--- config.mk ---
export PLATFORM = sky130hd
export DESIGN_NAME = ps2_scancode_sequencer
export DESIGN_NICKNAME = d
export VERILOG_FILES = /design/src/rtl/ps2_seq_pkg.sv /design/src/rtl/scancode_fifo.sv /design/src/rtl/ps2_scancode_sequencer.sv
export SDC_FILE = /design/constraint.sdc
export NUM_CORES = 1
export LEC_CHECK = 0
export CAP_MARGIN = 20
export CELL_PAD_IN_SITES_DETAIL_PLACEMENT = 1
export CELL_PAD_IN_SITES_GLOBAL_PLACEMENT = 1
export CORE_MARGIN = 2
export CORE_UTILIZATION = 50
export DETAILED_ROUTE_END_ITERATION = 12
export PLACE_DENSITY = 0.91
export SLEW_MARGIN = 40
export SYNTH_ARGS = -nofsm -noshare
export SYNTH_HDL_FRONTEND = slang
export SYNTH_SLANG_ARGS = --single-unit
--- constraint.sdc ---
create_clock -name clk -period 3.25 [get_ports clk]
set_input_delay 0.65 -clock clk [delete_from_list [all_inputs] [get_ports clk]]
set_output_delay 0.65 -clock clk [all_outputs]
set_load 0.03 [all_outputs]
--- src/rtl/ps2_seq_pkg.sv ---
// rtl/ps2_seq_pkg.sv - shared scancode-set-2 constants and sequencer state encoding
//
// Purpose: one place for the prefix bytes, the keyboard status byte set and
// the prefix FSM encoding. data_control imports the same SC_EXT/SC_BRK values.
// Ports: none (package).
package ps2_seq_pkg;

  localparam logic [7:0] SC_EXT       = 8'hE0;
  localparam logic [7:0] SC_BRK       = 8'hF0;

  // Keyboard status / protocol bytes that never carry a key.
  localparam logic [7:0] SC_ERR0      = 8'h00;
  localparam logic [7:0] SC_BAT_OK    = 8'hAA;
  localparam logic [7:0] SC_ECHO      = 8'hEE;
  localparam logic [7:0] SC_ACK       = 8'hFA;
  localparam logic [7:0] SC_RESEND    = 8'hFE;
  localparam logic [7:0] SC_ERR1      = 8'hFF;

  typedef enum logic [1:0] {
    ST_IDLE    = 2'd0,
    ST_EXT     = 2'd1,
    ST_BRK     = 2'd2,
    ST_EXT_BRK = 2'd3
  } seq_state_e;

  function automatic logic is_status(input logic [7:0] b);
    return (b == SC_ERR0) || (b == SC_BAT_OK) || (b == SC_ECHO) ||
           (b == SC_ACK)  || (b == SC_RESEND) || (b == SC_ERR1);
  endfunction

endpackage

--- src/rtl/scancode_fifo.sv ---
// rtl/scancode_fifo.sv - first-word-fall-through FIFO for accepted make codes
//
// Purpose: buffers make codes between the prefix sequencer and the encoder.
// Ports:
//   clk, rst_n      clock, asynchronous active-low reset
//   push_i          write push_data_i this cycle
//   push_data_i     data to write
//   pop_i           consumer takes head this cycle (ignored while empty)
//   head_o          current head, zero while empty
//   valid_o         FIFO non-empty
//   count_o         occupancy, 0..DEPTH
//   drop_o          push refused this cycle (full with no simultaneous pop)
module scancode_fifo #(
  parameter int DEPTH = 8,
  parameter int WIDTH = 8
) (
  input  logic                     clk,
  input  logic                     rst_n,
  input  logic                     push_i,
  input  logic [WIDTH-1:0]         push_data_i,
  input  logic                     pop_i,
  output logic [WIDTH-1:0]         head_o,
  output logic                     valid_o,
  output logic [$clog2(DEPTH):0]   count_o,
  output logic                     drop_o
);

  localparam int AW = $clog2(DEPTH);
  localparam int CW = AW + 1;

  logic [WIDTH-1:0] mem_q [DEPTH];
  logic [AW-1:0]    wr_ptr_q, wr_ptr_d;
  logic [AW-1:0]    rd_ptr_q, rd_ptr_d;
  logic [CW-1:0]    count_q, count_d;
  logic             full;
  logic             do_push;
  logic             do_pop;

  assign full    = (count_q == CW'(DEPTH));
  assign do_pop  = pop_i && (count_q != '0);
  // A pop in the same cycle frees the slot, so a full FIFO still accepts.
  assign do_push = push_i && (!full || do_pop);
  assign drop_o  = push_i && full && !do_pop;

  always_comb begin
    wr_ptr_d = wr_ptr_q;
    rd_ptr_d = rd_ptr_q;
    count_d  = count_q;
    if (do_push) wr_ptr_d = wr_ptr_q + AW'(1);
    if (do_pop)  rd_ptr_d = rd_ptr_q + AW'(1);
    case ({do_push, do_pop})
      2'b10:   count_d = count_q + CW'(1);
      2'b01:   count_d = count_q - CW'(1);
      default: count_d = count_q;
    endcase
  end

  always_ff @(posedge clk or negedge rst_n) begin
    if (!rst_n) begin
      wr_ptr_q <= '0;
      rd_ptr_q <= '0;
      count_q  <= '0;
    end else begin
      wr_ptr_q <= wr_ptr_d;
      rd_ptr_q <= rd_ptr_d;
      count_q  <= count_d;
    end
  end

  // Storage needs no reset: occupancy gates everything read from it.
  always_ff @(posedge clk) begin
    if (do_push) mem_q[wr_ptr_q] <= push_data_i;
  end

  assign valid_o = (count_q != '0);
  assign head_o  = valid_o ? mem_q[rd_ptr_q] : '0;
  assign count_o = count_q;

endmodule

--- src/rtl/ps2_scancode_sequencer.sv ---
// rtl/ps2_scancode_sequencer.sv - PS/2 set-2 prefix sequencer with typematic filter and make-code FIFO
//
// Purpose: turns raw PS/2 bytes into a stream of new key presses, dropping
// break sequences, extended keys, status bytes and auto-repeats.
// Ports:
//   clk, rst_n               clock, asynchronous active-low reset
//   ps2_received_data        byte from the PS/2 receiver
//   ps2_received_data_strb   one-cycle strobe, byte valid
//   code_out                 FIFO head make code (0x00 when empty)
//   code_valid               FIFO non-empty
//   code_ready               downstream takes the head this cycle
//   fifo_count               FIFO occupancy
//   overflow_strb            one-cycle pulse, make code lost to a full FIFO
module ps2_scancode_sequencer
  import ps2_seq_pkg::*;
#(
  parameter int FIFO_DEPTH     = 8,
  parameter int TIMEOUT_CYCLES = 100000
) (
  input  logic                          clk,
  input  logic                          rst_n,
  input  logic [7:0]                    ps2_received_data,
  input  logic                          ps2_received_data_strb,
  output logic [7:0]                    code_out,
  output logic                          code_valid,
  input  logic                          code_ready,
  output logic [$clog2(FIFO_DEPTH):0]   fifo_count,
  output logic                          overflow_strb
);

  localparam int TW = (TIMEOUT_CYCLES > 2) ? $clog2(TIMEOUT_CYCLES) : 1;
  localparam logic [TW-1:0] TIMER_MAX = TW'(TIMEOUT_CYCLES - 1);

  seq_state_e    state_q, state_d;
  logic [TW-1:0] timer_q, timer_d;
  logic [7:0]    held_code_q, held_code_d;
  logic          held_valid_q, held_valid_d;
  logic          overflow_q;
  logic          candidate;
  logic          push;
  logic          fifo_drop;

  always_ff @(posedge clk or negedge rst_n) begin
    if (!rst_n) begin
      state_q      <= ST_IDLE;
      timer_q      <= '0;
      held_code_q  <= '0;
      held_valid_q <= 1'b0;
      overflow_q   <= 1'b0;
    end else begin
      state_q      <= state_d;
      timer_q      <= timer_d;
      held_code_q  <= held_code_d;
      held_valid_q <= held_valid_d;
      overflow_q   <= fifo_drop;
    end
  end

  always_comb begin
    state_d      = state_q;
    timer_d      = timer_q;
    held_code_d  = held_code_q;
    held_valid_d = held_valid_q;
    candidate    = 1'b0;
    push         = 1'b0;

    if (ps2_received_data_strb) begin
      // A strobe always restarts the timeout, even when it lands on the
      // cycle the timer would have expired.
      timer_d = '0;
      case (state_q)
        ST_IDLE: begin
          if (ps2_received_data == SC_EXT)      state_d = ST_EXT;
          else if (ps2_received_data == SC_BRK) state_d = ST_BRK;
          else if (!is_status(ps2_received_data)) candidate = 1'b1;
        end
        ST_EXT: begin
          if (ps2_received_data == SC_BRK)      state_d = ST_EXT_BRK;
          else if (ps2_received_data != SC_EXT) state_d = ST_IDLE;
        end
        ST_BRK: begin
          state_d = ST_IDLE;
          // Releasing the held key re-arms it so the next press counts.
          if (held_valid_q && (ps2_received_data == held_code_q))
            held_valid_d = 1'b0;
        end
        default: state_d = ST_IDLE;
      endcase
    end else if (state_q != ST_IDLE) begin
      if (timer_q == TIMER_MAX) begin
        state_d = ST_IDLE;
        timer_d = '0;
      end else begin
        timer_d = timer_q + TW'(1);
      end
    end else begin
      timer_d = '0;
    end

    // Typematic repeat of the key still held down is not a new press.
    if (candidate && !(held_valid_q && (ps2_received_data == held_code_q))) begin
      push         = 1'b1;
      held_code_d  = ps2_received_data;
      held_valid_d = 1'b1;
    end
  end

  scancode_fifo #(
    .DEPTH (FIFO_DEPTH),
    .WIDTH (8)
  ) u_fifo (
    .clk         (clk),
    .rst_n       (rst_n),
    .push_i      (push),
    .push_data_i (ps2_received_data),
    .pop_i       (code_ready),
    .head_o      (code_out),
    .valid_o     (code_valid),
    .count_o     (fifo_count),
    .drop_o      (fifo_drop)
  );

  assign overflow_strb = overflow_q;

endmodule

==> impl_metrics.yaml <==
die:
  rows: 34
  die_h_um: 99.43
  dieArea_sq_um: 9885
  die_w_um: 99.43
  start_util: 0.5196
  core-area_sq_um: 8763
  io_pins: 26
setup_path:
  worstSetupPathType: "in -> reg"
  cp.required_ps: 3500
  crit_fanout: 4
  r2r_slack_ps: 460
  timing.rr.start: "state_q[1]$_DFFE_PN0P_"
  crit_path_start_kind: "input pin"
  r2r-end: "u_fifo.count_o[2]$_DFFE_PN0P_"
  critPathArrivalTime_ps: 3420
  rr_worst_depth: 12
  crit_path_end_kind: "flip-flop"
timing:
  max_freq_mhz: 315.4
  finalHoldViolCount: 0
  setup_viol: 0
  finalClockSkew_ps: 16.76
  fin_crit_ps: 3171
  finalSetupTns_ps: 0
  relSlewSlack: 0.5929
  finalCritPeriodShare: 0.9756
  whs_ps: 242.5
  tightest_slew_ps: 610.7
  rsz0062_at_grt: "false"
  drv_slew: 0
clock_network:
  worstSkewPairLatency_ps: 370
  clk_path_buf_depth: 2
  cts_sinks: 103
  hold_buffers: 0
  path_clk_slew_ps: 100
  root_buffer: "clkbuf_8"
  postCtsSetupBuffers: 0
  cts_tree: "built"
  cts_max_level: 3
  cts_made_buffers: 9
worst_hold_path:
  holdCritPathClass: "in -> async"
synth:
  yosysTopAreaCell: "edfxtp_1"
  syn_avg_cell_area_sq_um: 15.03
  synthAdderAreaFrac: 0.01649
  synth-main-ff-cell: "edfxtp_1"
  yosys_warnings: 0
  synth_edf_count: 64
  synth_nets: 321
  synth_top_area_frac: 0.4221
  synth_compound_area_frac: 0.02391
  synth_cells: 303
  seq_area_frac_synth: 0.6364
  synth_xor_area_frac: 0.06348
  synth_top_family_by_area: "multiplexers"
  synthMuxAreaShare: 0.1297
  ys_ff_latch: 103
  synthTopCellsByArea: "edfxtp_1 (42%), dfrtp_1 (21%), mux4_2 (7.9%)"
  yosysMostFrequentCell: "edfxtp_1"
  synthesis.area_sq_um: 4553
  synth_cell_types: 49
  synth-simple-area-share: 0.1146
  async_reset_ff_frac: 0.3786
  synth_common_cells: "edfxtp_1 (64), dfrtp_1 (39), nor2_1 (38)"
global_route:
  grt_overflow: 0
  grt_max_degree: 40
  antenna_found_initial: 0
  grt_pass1_wl_mm: 17.20
  grtUsageTotal: 0.2347
  grt_pass1_vias: 3066
pwr:
  power_mw: 4.010
  power_density_nw_per_um2: 749.0
  power.leakage_nw: 2.023
  vdd_ir_drop_max_mv: 0.3332
run_status:
  status: "finished clean"
placement:
  placed_area_sq_um: 5132
  placed_cells: 460
  port_buffers: 25
  gp_routability_congestion: 0.7913
  dp.final_hpwl_mm: 7.313
route:
  initialDrtViolationCount: 139
  drt-total-wl_mm: 10.98
  drc: 0
  wire_per_inst_um: 23.06
  drtAntennaViolNets: 0
  avgViaCountPerCell: 5.910
  num_vias: 2813
  drt_pre_antenna_iters: 4
cells_and_area:
  antenna_cells: 0
  drive_gt1_frac: 0.2364
  fillers: 829
  design_area_sq_um: 5354
  areaGrowthSynthToFinish_pct: 17.59
  layout.nets: 381
  layoutNonFillerInstCount: 476
flow_run:
  maxCapViolations: 0
worst max-delay path: stages:
cell and delay, ps:
clkdlybuf4s50_1 480, or4bb_1 560, o31ai_2 260, a311o_1 260
nor2_2 80, inv_1 100, ha_1 220, xor2_1 100
ha_1 200, a21oi_1 150, xor2_1 170, nor2_1 70
xor2_1 140
what timing repair did:
action	in CTS	in global routing
endpoints found under the setup margin	1	4
resized for setup	1	10
pin swaps	0	2
registers in the layout (all words and copies together), names as in the netlist:
signal	cells
held_valid_q	1
u_fifo.count_o	4
overflow_strb	1
state_q	2
u_fifo.mem_q	64
u_fifo.rd_ptr_q	3
held_code_q	8
u_fifo.wr_ptr_q	3
timer_q	17
kinds of logic after synthesis:
| family | Yosys count |
|---|---|
| flops | 103 |
| mux | 35 |
| xor+xnor | 33 |
| buf+inv | 14 |
| compound gates | 14 |
| fa+ha+maj | 6 |
| simple gates | 98 |
worst max-delay path by stage:
stage               slack, ps                            end  depth (start not counted)                  from
finish                     80  u_fifo.count_o[2]$_DFFE_PN0P_                         13  ps2_received_data[4]
global route                3  u_fifo.count_o[2]$_DFFE_PN0P_                         14  ps2_received_data[5]
CTS                         2  u_fifo.count_o[2]$_DFFE_PN0P_                         13  ps2_received_data[0]
detailed placement       -330  u_fifo.count_o[2]$_DFFE_PN0P_                         13  ps2_received_data[7]
global placement         -110  u_fifo.count_o[2]$_DFFE_PN0P_                         13  ps2_received_data[0]
floorplan                 160   u_fifo.mem_q[3][0]$_DFFE_PP_                          7  ps2_received_data[2]
placed cells by master (no fill, tap or decap), drive strengths merged, types with 4 or more instances in the layout:
master	count
mux4	16
nor4	5
nor2	38
dfrtp	39
mux2i	8
clkbuf	10
ha	6
xor2	16
nand2	9
nor3	5
mux2	11
xnor2	17
and3	7
inv	7
clkdlybuf4s50	21
nand4	4
nand3	10
edfxtp	64
buf	34
per-stage QoR:
step / setup WS, ps / utilization
finish: 79.39 / 0.6109
global route: 2.614 / 0.6109
CTS: 1.785 / 0.6071
detailed placement: -325.3 / 0.5857
global placement: -110.2 / 0.5854
floorplan: 164.4 / -
layout make-up:
cell class	count	area [sq um]	share of cell area
clock buffers	10	127.6	0.02384
multi-input cells	186	1612	0.3010
clock inverters	6	55.05	0.01028
repair buffers	58	506.7	0.09465
inverters	5	18.77	0.003505
well taps	108	135.1	0.02524
flip-flops and latches	103	2899	0.5415
power by group:
group	switching, mW	internal (mW)
clock network	0.460	0.292
logic	0.751	0.698
registers	0.230	1.58
layer usage:
layer | global-route usage | vias to the layer above | wire, um
met4 | 0.1138 | 0 | 363
met3 | 0.03865 | 31 | 533
met1 | 0.2841 | 1441 | 4357
li1 | - | 1253 | -
met2 | 0.4096 | 88 | 5719
met5 | 0 | - | 0
(Power assumes the default switching activity.)
